--- src/rtl/branch_exec_unit_pkg.sv ---
// Shared definitions for the branch execution unit: RV32 control-flow
// opcodes, branch funct3 codes, FSM states and the predictor counter helpers.
package branch_exec_unit_pkg;

    localparam logic [6:0] OPC_BRANCH = 7'b1100011;
    localparam logic [6:0] OPC_JAL    = 7'b1101111;
    localparam logic [6:0] OPC_JALR   = 7'b1100111;

    localparam logic [2:0] F3_BEQ  = 3'd0;
    localparam logic [2:0] F3_BNE  = 3'd1;
    localparam logic [2:0] F3_BLT  = 3'd4;
    localparam logic [2:0] F3_BGE  = 3'd5;
    localparam logic [2:0] F3_BLTU = 3'd6;
    localparam logic [2:0] F3_BGEU = 3'd7;

    // Weakly not-taken: the counter value every entry starts from.
    localparam logic [1:0] CTR_RESET = 2'b01;

    typedef enum logic {
        ST_IDLE,
        ST_EVAL
    } state_t;

    // Saturating 2-bit counter step toward taken (max 3) or not-taken (min 0).
    function automatic logic [1:0] ctr_next(input logic [1:0] ctr, input logic taken);
        logic [1:0] nxt;
        nxt = ctr;
        if (taken) begin
            if (ctr != 2'b11) nxt = ctr + 2'b01;
        end else begin
            if (ctr != 2'b00) nxt = ctr - 2'b01;
        end
        return nxt;
    endfunction

endpackage

--- src/rtl/bht_2bit.sv ---
// Branch history table of 2-bit saturating counters with one combinational
// read port (fetch lookup) and one update port (branch resolution).
// A read that collides with an update sees the value before the update.
module bht_2bit
    import branch_exec_unit_pkg::*;
#(
    parameter int ENTRIES = 16,
    localparam int IDX_W = $clog2(ENTRIES)
) (
    input  logic             clk,
    input  logic             rst,
    input  logic [IDX_W-1:0] rd_idx,
    output logic             rd_taken,
    input  logic             upd_en,
    input  logic [IDX_W-1:0] upd_idx,
    input  logic             upd_taken
);

    logic [1:0] ctr [ENTRIES];

    assign rd_taken = ctr[rd_idx][1];

    // Counter array: reset every entry to weakly not-taken, else step the updated entry.
    always_ff @(posedge clk) begin
        if (rst) begin
            for (int i = 0; i < ENTRIES; i++) begin
                ctr[i] <= CTR_RESET;
            end
        end else if (upd_en) begin
            ctr[upd_idx] <= ctr_next(ctr[upd_idx], upd_taken);
        end
    end

endmodule

--- src/rtl/branch_exec_unit.sv ---
// Branch execution unit: accepts one control-flow instruction at a time,
// waits for its operands to clear the scoreboard, resolves direction and
// target, reports a one-cycle result and trains the 2-bit predictor.
module branch_exec_unit
    import branch_exec_unit_pkg::*;
#(
    parameter int XLEN        = 32,
    parameter int BHT_ENTRIES = 16,
    parameter int DEP_W       = 2
) (
    input  logic             clk,
    input  logic             rst,
    input  logic             flush,
    input  logic             in_valid,
    output logic             in_ready,
    input  logic [31:0]      instr,
    input  logic [XLEN-1:0]  imm_ex,
    input  logic [XLEN-1:0]  pc_addr,
    input  logic             pred_taken_in,
    input  logic [XLEN-1:0]  rs1_data,
    input  logic [XLEN-1:0]  rs2_data,
    input  logic [DEP_W-1:0] data1_depend,
    input  logic [DEP_W-1:0] data2_depend,
    input  logic [XLEN-1:0]  query_pc,
    output logic             query_taken,
    output logic             j_valid,
    output logic             j_accept,
    output logic             mispredict,
    output logic             misalign,
    output logic [XLEN-1:0]  redirect_addr,
    output logic [XLEN-1:0]  link_data,
    output logic             link_we,
    output logic             j_wait
);

    localparam int IDX_W = $clog2(BHT_ENTRIES);

    state_t state_q, state_d;

    logic [6:0]      opcode_q;
    logic [2:0]      funct3_q;
    logic [XLEN-1:0] imm_q;
    logic [XLEN-1:0] pc_q;
    logic            pred_q;

    logic            transfer;
    logic [XLEN-1:0] pc_plus4;
    logic [XLEN-1:0] br_sum;
    logic [XLEN-1:0] jalr_sum;

    logic            is_jal, is_jalr, is_br, cond;
    logic            op_ready, taken;
    logic [XLEN-1:0] target;
    logic            res_misalign, res_mispredict;
    logic [XLEN-1:0] res_redirect;
    logic            resolve;
    logic            bht_upd_en;

    logic            unused_query_bits;

    assign in_ready = (state_q == ST_IDLE) && !flush;
    assign transfer = in_valid && in_ready;

    assign pc_plus4 = pc_q + XLEN'(4);
    assign br_sum   = pc_q + imm_q;
    assign jalr_sum = rs1_data + imm_q;

    assign resolve    = (state_q == ST_EVAL) && op_ready && !flush;
    assign bht_upd_en = resolve && is_br;

    assign unused_query_bits = ^{query_pc[XLEN-1:IDX_W+2], query_pc[1:0]};

    // State register.
    always_ff @(posedge clk) begin
        if (rst) begin
            state_q <= ST_IDLE;
        end else begin
            state_q <= state_d;
        end
    end

    // Next state: accept in IDLE, leave EVAL once operands are ready; flush always returns to IDLE.
    always_comb begin
        state_d = state_q;
        case (state_q)
            ST_IDLE: if (transfer) state_d = ST_EVAL;
            ST_EVAL: if (op_ready) state_d = ST_IDLE;
            default: state_d = ST_IDLE;
        endcase
        if (flush) state_d = ST_IDLE;
    end

    // Capture the issued instruction fields; only opcode and funct3 of instr matter here.
    always_ff @(posedge clk) begin
        if (rst) begin
            opcode_q <= '0;
            funct3_q <= '0;
            imm_q    <= '0;
            pc_q     <= '0;
            pred_q   <= 1'b0;
        end else if (transfer) begin
            opcode_q <= instr[6:0];
            funct3_q <= instr[14:12];
            imm_q    <= imm_ex;
            pc_q     <= pc_addr;
            pred_q   <= pred_taken_in;
        end
    end

    // Decode, operand readiness, direction, target and resolution flags from live operands.
    always_comb begin
        is_jal  = (opcode_q == OPC_JAL);
        is_jalr = (opcode_q == OPC_JALR);
        is_br   = 1'b0;
        cond    = 1'b0;
        if (opcode_q == OPC_BRANCH) begin
            case (funct3_q)
                F3_BEQ:  begin is_br = 1'b1; cond = (rs1_data == rs2_data); end
                F3_BNE:  begin is_br = 1'b1; cond = (rs1_data != rs2_data); end
                F3_BLT:  begin is_br = 1'b1; cond = ($signed(rs1_data) <  $signed(rs2_data)); end
                F3_BGE:  begin is_br = 1'b1; cond = ($signed(rs1_data) >= $signed(rs2_data)); end
                F3_BLTU: begin is_br = 1'b1; cond = (rs1_data <  rs2_data); end
                F3_BGEU: begin is_br = 1'b1; cond = (rs1_data >= rs2_data); end
                default: begin is_br = 1'b0; cond = 1'b0; end
            endcase
        end

        op_ready = 1'b1;
        if (is_jalr) begin
            op_ready = (data1_depend == '0);
        end else if (is_br) begin
            op_ready = (data1_depend == '0) && (data2_depend == '0);
        end

        taken  = is_jal || is_jalr || (is_br && cond);
        target = is_jalr ? {jalr_sum[XLEN-1:1], 1'b0} : br_sum;

        res_misalign   = taken && target[1];
        res_mispredict = 1'b0;
        if (!res_misalign) begin
            if (is_jalr) begin
                res_mispredict = 1'b1;
            end else if (is_jal || is_br) begin
                res_mispredict = (taken != pred_q);
            end
        end

        res_redirect = taken ? target : pc_plus4;
    end

    // Result registers: pulse strobes for one cycle, hold the rest until the next result.
    always_ff @(posedge clk) begin
        if (rst) begin
            j_valid       <= 1'b0;
            j_accept      <= 1'b0;
            mispredict    <= 1'b0;
            misalign      <= 1'b0;
            link_we       <= 1'b0;
            j_wait        <= 1'b0;
            redirect_addr <= '0;
            link_data     <= '0;
        end else begin
            j_valid <= 1'b0;
            link_we <= 1'b0;
            j_wait  <= 1'b0;
            if (!flush && state_q == ST_EVAL) begin
                if (op_ready) begin
                    j_valid       <= 1'b1;
                    j_accept      <= taken;
                    mispredict    <= res_mispredict;
                    misalign      <= res_misalign;
                    link_we       <= is_jal || is_jalr;
                    redirect_addr <= res_redirect;
                    link_data     <= pc_plus4;
                end else begin
                    j_wait <= 1'b1;
                end
            end
        end
    end

    bht_2bit #(
        .ENTRIES (BHT_ENTRIES)
    ) u_bht (
        .clk       (clk),
        .rst       (rst),
        .rd_idx    (query_pc[IDX_W+1:2]),
        .rd_taken  (query_taken),
        .upd_en    (bht_upd_en),
        .upd_idx   (pc_q[IDX_W+1:2]),
        .upd_taken (cond)
    );

endmodule

--- config.mk ---
export PLATFORM = sky130hd
export DESIGN_NAME = branch_exec_unit
export DESIGN_NICKNAME = d
export VERILOG_FILES = /design/src/rtl/branch_exec_unit_pkg.sv /design/src/rtl/bht_2bit.sv /design/src/rtl/branch_exec_unit.sv
export SDC_FILE = /design/constraint.sdc
export NUM_CORES = 1
export LEC_CHECK = 0
export BUFFER_PORTS_ARGS = -buffer_cell sky130_fd_sc_hd__buf_2
export CAP_MARGIN = 20
export CORE_UTILIZATION = 45
export DETAILED_ROUTE_END_ITERATION = 16
export PLACE_DENSITY_LB_ADDON = 0.1
export REMOVE_ABC_BUFFERS = 1
export SYNTH_ARGS = -nofsm -noshare
export SYNTH_HDL_FRONTEND = slang
export SYNTH_SLANG_ARGS = --single-unit
--- constraint.sdc ---
create_clock -name clk -period 4.58 [get_ports clk]
set_clock_uncertainty 0.2 [all_clocks]
set_input_delay 0.687 -clock clk [delete_from_list [all_inputs] [get_ports clk]]
set_output_delay 0.687 -clock clk [all_outputs]
set_load 0.005 [all_outputs]
==> out/results.ini, run 1 <==
[logic_synthesis]
synth_top_cell_area_share=0.252
synth_area_mm2=0.0119
yosys_warnings=0
syn_inst=1458
ys_types=79
avgSynthCellArea_um2=8.17
synthTopCellsByArea=dfxtp_1, ha_1, edfxtp_1
yosys.area.top_type=dfxtp_1
synth-edff-count=32
async_reset_ff_frac=0
synth_seq_area_share=0.333
ys_ff_latch=182
synth_top_flop_cell=dfxtp_1

[detailed_routing]
routed_wl_um=36100
vias_per_cell=5.64
drtAntennaViolNets=0
firstDrtPassIters=5
drt_iter0_drc=702
vias=11200
drc=0
wire_per_inst_um=18.1

[clock_network]
cts.sinks=182
clk-insertion-delay-late_ns=0.45
tritoncts=built
clkTransAtPathRegs_ns=0.08
cts_resized=0
postCtsSetupRepairBufs=0
htree_num_levels=4
clockBufferDepth=2
cts_hold_buf=0
numCtsBuffers=17
root_buffer=clkbuf_16

[final_layout]
diodes=0
final_cell_mix=nand2_1, buf_2, a21oi_1
syn_to_final_growth_pct=17.4
drive_gt1_frac=0.192
fin_nets=1945
final_area_mm2=0.0140
final_common_cell=nand2_1

[placement]
hpwl_um=27500
placed_area_mm2=0.0133
portBuffers=222
gp_congestion=0.942

[floorplanning]
coreArea_mm2=0.0260
die_h_um=165
rows=59
floorplan.initialDensity=0.458
die_area_mm2=0.0271
ios=273
die_x_um=165

[timing]
finalHoldWorstSlack_ns=0.257
min_period_ns=3.70
tightest_slew_ns=0.767
min_period_over_period=0.808
drv_slew=0
max_clock_freq_mhz=270
setup_tns_ns=0
grt_setup_unrepaired=false
relSlewSlack=0.488
setup_viol=0
hold_violations=0

[pwr]
vdd_drop_max_mv=0.272
leakagePower_nw=6.11
p_per_area_mw_per_mm2=283

[critical_path]
crit_path_end_kind=register
critPathBufInv=1
cp.arrival_ns=3.83
crit_path_cell_trace=buf_2 -> ha_1 -> and4_1 -> nand4_1 -> a211oi_1 -> nor4_2 -> nor3b_1 -> o31a_1 -> o41ai_2 -> xor2_1 -> o211ai_1 -> a32o_1
critical-path-top-delay-family=compound AO/OA/AOI/OAI gates
critPathMaxFanout=6
cp_slowest_stage_delay_ns=0.62
start_kind=input pin
critPathSlowestCell=a211oi_1
required_ns=4.71
crit_type=in -> reg

[global_route]
grt_use_total=0.271
antenna_found_initial=0
overflow=0
grt_pass1_wl_um=56600
grt_max_degree=68
first_global_vias=10800

[outcome]
outcome=completed

[hold_path]
min_path_type=reg -> reg

[job]
maxCapViolations=0

[per-stage QoR]
stage	power, W	setup WS (ns)	std cells	utilization
2_1_floorplan	0.00213	0.111	1382	-
3_3_place_gp	0.00236	0.537	1961	0.513
3_5_place_dp	0.00237	0.507	1961	0.513
4_1_cts	0.00398	0.954	1993	0.538
5_1_grt	0.00411	0.743	1993	0.538
6_report	0.00395	0.882	1993	0.538
[logic make-up after synthesis]
kind of cell	after synthesis	share of synthesized area
and+or+nand+nor	540	0.206
AOI/OAI and AO/OA	389	0.204
DFF	182	0.333
buffers and inverters	126	0.0418
adders and majority gates	101	0.107
xor gates and xnor gates	82	0.0603
muxes	38	0.0472
[per-layer routing]
layer	global-route usage	vias to the layer above	wire, µm	share of wire
met5	0	-	0	0
met4	0.0842	0	762	0.021
met3	0.0362	50	1920	0.053
met2	0.477	334	17700	0.49
met1	0.340	5258	15700	0.44
li1	-	5602	-	-
[worst reg2reg max path, delay by kind of cell (launching register included)]
kind	cells	cell delay [ns]
adder cells (fa/ha/maj)	1	0.39
XOR/XNOR	1	0.14
AND/OR/NAND/NOR	4	1.17
AO/OA/AOI/OAI	5	1.32
flip-flops	1	0.35
[cells in the mapped netlist, types with 18 or more instances]
| cell type | number |
|---|---|
| nand2_1 | 255 |
| a21oi_1 | 165 |
| dfxtp_1 | 150 |
| ha_1 | 97 |
| nor2_1 | 95 |
| o21ai_0 | 61 |
| clkbuf_1 | 56 |
| inv_1 | 49 |
| nand3_1 | 45 |
| xor2_1 | 45 |
| xnor2_1 | 37 |
| a21o_1 | 34 |
| nor3_1 | 33 |
| edfxtp_1 | 32 |
| nand4_1 | 23 |
| a211oi_1 | 19 |
| mux2i_1 | 19 |
| and3_1 | 18 |
[power by group]
part / internal (W) / switching, W / total, W
clock network: 0.000888 / 0.000733 / 0.00162
registers: 0.00167 / 0.0000546 / 0.00173
logic: 0.000256 / 0.000349 / 0.000606
[layout make-up]
cell class	instances	area [µm²]
well taps	335	419
inverters	50	188
repair buffers	244	1320
fillers	2565	12000
clock buffers	17	425
flip-flops and latches	182	3960
multi-input cells	1150	7450
clock inverters	15	214
[final timing paths]
| check | startpoint | to | slack (ns) | cells past startpoint |
|---|---|---|---|---|
| max | rs1_data[12] | redirect_addr[30]$_SDFFE_PP0P_ | 0.88 | 12 |
| min | link_data[0]$_SDFFE_PP0P_ | link_data[0]$_SDFFE_PP0P_ | 0.26 | 2 |
| max reg2reg | imm_q[9]$_SDFFE_PP0P_ | redirect_addr[30]$_SDFFE_PP0P_ | 0.89 | 11 |
| min reg2reg | link_data[0]$_SDFFE_PP0P_ | link_data[0]$_SDFFE_PP0P_ | 0.26 | 2 |
[registers in the layout, summed over array words and instances, names as in the netlist, 3 cells and up, named ones only]
register,flops
funct3_q,3
imm_q,32
link_data,32
opcode_q,7
pc_q,32
redirect_addr,32
u_bht.ctr,32
Note: power is estimated with default switching activity, not from simulation.
==> inputs of run 2 (changes only) <==
==> constraint.sdc (replaced) <==
create_clock -name clk -period 3.15 [get_ports clk]
set_clock_uncertainty 0.2 [all_clocks]
set_input_delay 0.4725 -clock clk [delete_from_list [all_inputs] [get_ports clk]]
set_output_delay 0.4725 -clock clk [all_outputs]
set_load 0.005 [all_outputs]
==> run 2 against run 1 <==
  * Core utilization rose by 8.8 points
  * Global-route usage rose by 1.7 points
  * Sequential share of layout area fell by 4.0 points
  * Clock power up 43%
  * Cell count rose by 9.1%
  * Sequential power increased by 44%
  * Die area is the same
  * Critical path depth grew 1
  * Worst setup slack worse by 0.97 ns
  * The flow now finishes with violations (negative setup slack)
  * Highest routed layer unchanged
==> out/results.ini, run 2 (synthesized netlist as in run 1, its figures left out) <==
[final_layout]
fin_nets=2126  ; +9.3%
final_cell_mix=nand2_1, buf_2, buf_4
fill_cells=2307  ; -10%
final_common_cell=nand2_1
drive_gt1_frac=0.337  ; +0.145
syn_to_final_growth_pct=36.7
diodes=0  ; unchanged

[placement]
hpwl_um=29400  ; +6.7%
gp_congestion=0.944  ; +0.17%
portBuffers=222  ; unchanged

[detailed_routing]
drtAntennaViolNets=0  ; unchanged
vias=12100  ; +8.0%
drt_iter0_drc=814  ; +16%
drc=0  ; unchanged
routed_wl_um=39700  ; +9.8%
wire_per_inst_um=18.2  ; +0.65%
vias_per_cell=5.59  ; -1.0%
firstDrtPassIters=7  ; +2

[global_route]
grt_pass1_wl_um=59600  ; +5.2%
antenna_found_initial=0  ; unchanged
grt_use_total=0.287  ; +0.0168
met3_usage=0.0296  ; -0.00653
use_met2=0.502  ; +0.0246
grt_max_degree=77  ; +13%
grt.busiest_layer=met2
met1_usage=0.363  ; +0.0231
overflow=0  ; unchanged
first_global_vias=11400  ; +5.4%

[floorplanning]
rows=59  ; unchanged
floorplan.initialDensity=0.458  ; unchanged
coreArea_mm2=0.0260  ; unchanged
die_area_mm2=0.0271  ; unchanged
die_h_um=165  ; unchanged
ios=273  ; unchanged
die_x_um=165  ; unchanged

[timing]
setup_viol=15  ; +15
layout_setup_ws_ns=-0.0847  ; -0.966 ns
setup_tns_ns=-0.334  ; -0.334 ns
grt_setup_unrepaired=true
tightest_slew_ns=0.735  ; -0.0328 ns
max_clock_freq_mhz=309
hold_violations=0  ; unchanged
min_period_over_period=1.03
min_period_ns=3.23
drv_slew=0  ; unchanged
relSlewSlack=0.510  ; +0.0218

[critical_path]
reg2regPathDepth=13  ; +2
crit_path_end_kind=register
crit_type=in -> reg
cp-endpoint=u_bht.ctr[15][1]$_SDFFCE_PN0P_
critPathLaunch=rs1_data[3]
reg2reg_to=redirect_addr[31]$_SDFFE_PP0P_
critPathMaxFanout=8  ; +2
r2r_start=imm_q[3]$_SDFFE_PP0P_
required_ns=3.21  ; -1.50 ns
start_kind=input pin
cp.arrival_ns=3.30  ; -0.53 ns
ff2ff_setup_slack_ns=0.02  ; -0.87 ns

[pwr]
vdd_drop_max_mv=0.293  ; +7.7%
p_total_w=0.00600  ; +52%
leakagePower_nw=7.13  ; +17%
p_per_area_mw_per_mm2=368  ; +30%

[clock_network]
clockBufferDepth=2  ; unchanged
cts.sinks=182  ; unchanged
clk-insertion-delay-late_ns=0.45  ; about the same
root_buffer=clkbuf_16
numCtsBuffers=17  ; unchanged
clkTransAtPathRegs_ns=0.07  ; about the same
tritoncts=built
htree_num_levels=4  ; unchanged

[job]
maxCapViolations=0  ; unchanged

[outcome]
violations=negative setup slack
outcome=complete, but fails checks

[hold_path]
min_path_type=in -> reg

[run 2: report_power, final]
part / switching, W / total (W) / internal (W)
Sequential: 0.0000612 / 0.00249 / 0.00243
Combinational: 0.000634 / 0.00120 / 0.000563
Clock: 0.00108 / 0.00231 / 0.00123
[run 2: layout make-up]
class | instances | area (µm²) | share of cell area
Sequential cell | 182 | 3970 | 0.244
Tap cell | 335 | 419 | 0.0258
Timing Repair Buffer | 423 | 2780 | 0.171
Inverter | 50 | 193 | 0.0118
Clock buffer | 18 | 429 | 0.0264
Multi-Input combinational cell | 1152 | 8280 | 0.509
Clock inverter | 14 | 198 | 0.0121
[run 2: routing by layer]
layer,routed length [µm],share of wire,vias up
met1,17100,0.43,5709
met5,0,0,-
met3,1920,0.048,66
li1,-,-,5986
met2,19500,0.49,381
met4,1150,0.029,0
[run 2: repair_timing]
item                       4_1_cts  5_1_grt
buffers inserted                 6        8
resized for setup               55      139
pin swaps                       34       55
setup endpoints to repair       67       75
hold buffers                     0        0
gates cloned                     2        0
[run 2: worst min-delay path by stage]
stage                              from                       end  slack, ns  depth (start not counted)
2_1_floorplan  opcode_q[0]$_SDFFE_PP0P_  opcode_q[0]$_SDFFE_PP0P_       0.23                          2
3_3_place_gp   opcode_q[1]$_SDFFE_PP0P_  opcode_q[1]$_SDFFE_PP0P_       0.24                          2
3_5_place_dp   opcode_q[0]$_SDFFE_PP0P_  opcode_q[0]$_SDFFE_PP0P_       0.24                          2
4_1_cts                      imm_ex[29]    imm_q[29]$_SDFFE_PP0P_       0.04                          3
5_1_grt                      imm_ex[25]    imm_q[25]$_SDFFE_PP0P_       0.06                          3
6_report                          flush         j_wait$_SDFF_PP0_       0.05                          2
[run 2: critical path: stages]
cell	delay [ns]
buf_2	0.12
ha_1	0.32
a21oi_1	0.31
a21oi_4	0.12
nor4b_4	0.38
buf_4	0.19
o211a_1	0.18
o31a_1	0.14
a21oi_2	0.07
buf_4	0.14
nand2b_4	0.17
maj3_4	0.42
nor4_2	0.27
[run 2: per-stage QoR]
stage / instance area, µm² / std cells / setup WS [ns] / utilization / hold WS (ns)
final: 16300 / 2174 / -0.0847 / 0.626 / 0.0495
after floorplan: 11600 / 1382 / -1.32 / - / 0.226
after CTS: 15600 / 2167 / -0.0504 / 0.600 / 0.0402
after global placement: 14600 / 2130 / -1.00 / 0.563 / 0.241
after global routing: 16300 / 2174 / -0.171 / 0.626 / 0.0570
after detailed placement: 14600 / 2130 / -1.02 / 0.563 / 0.243
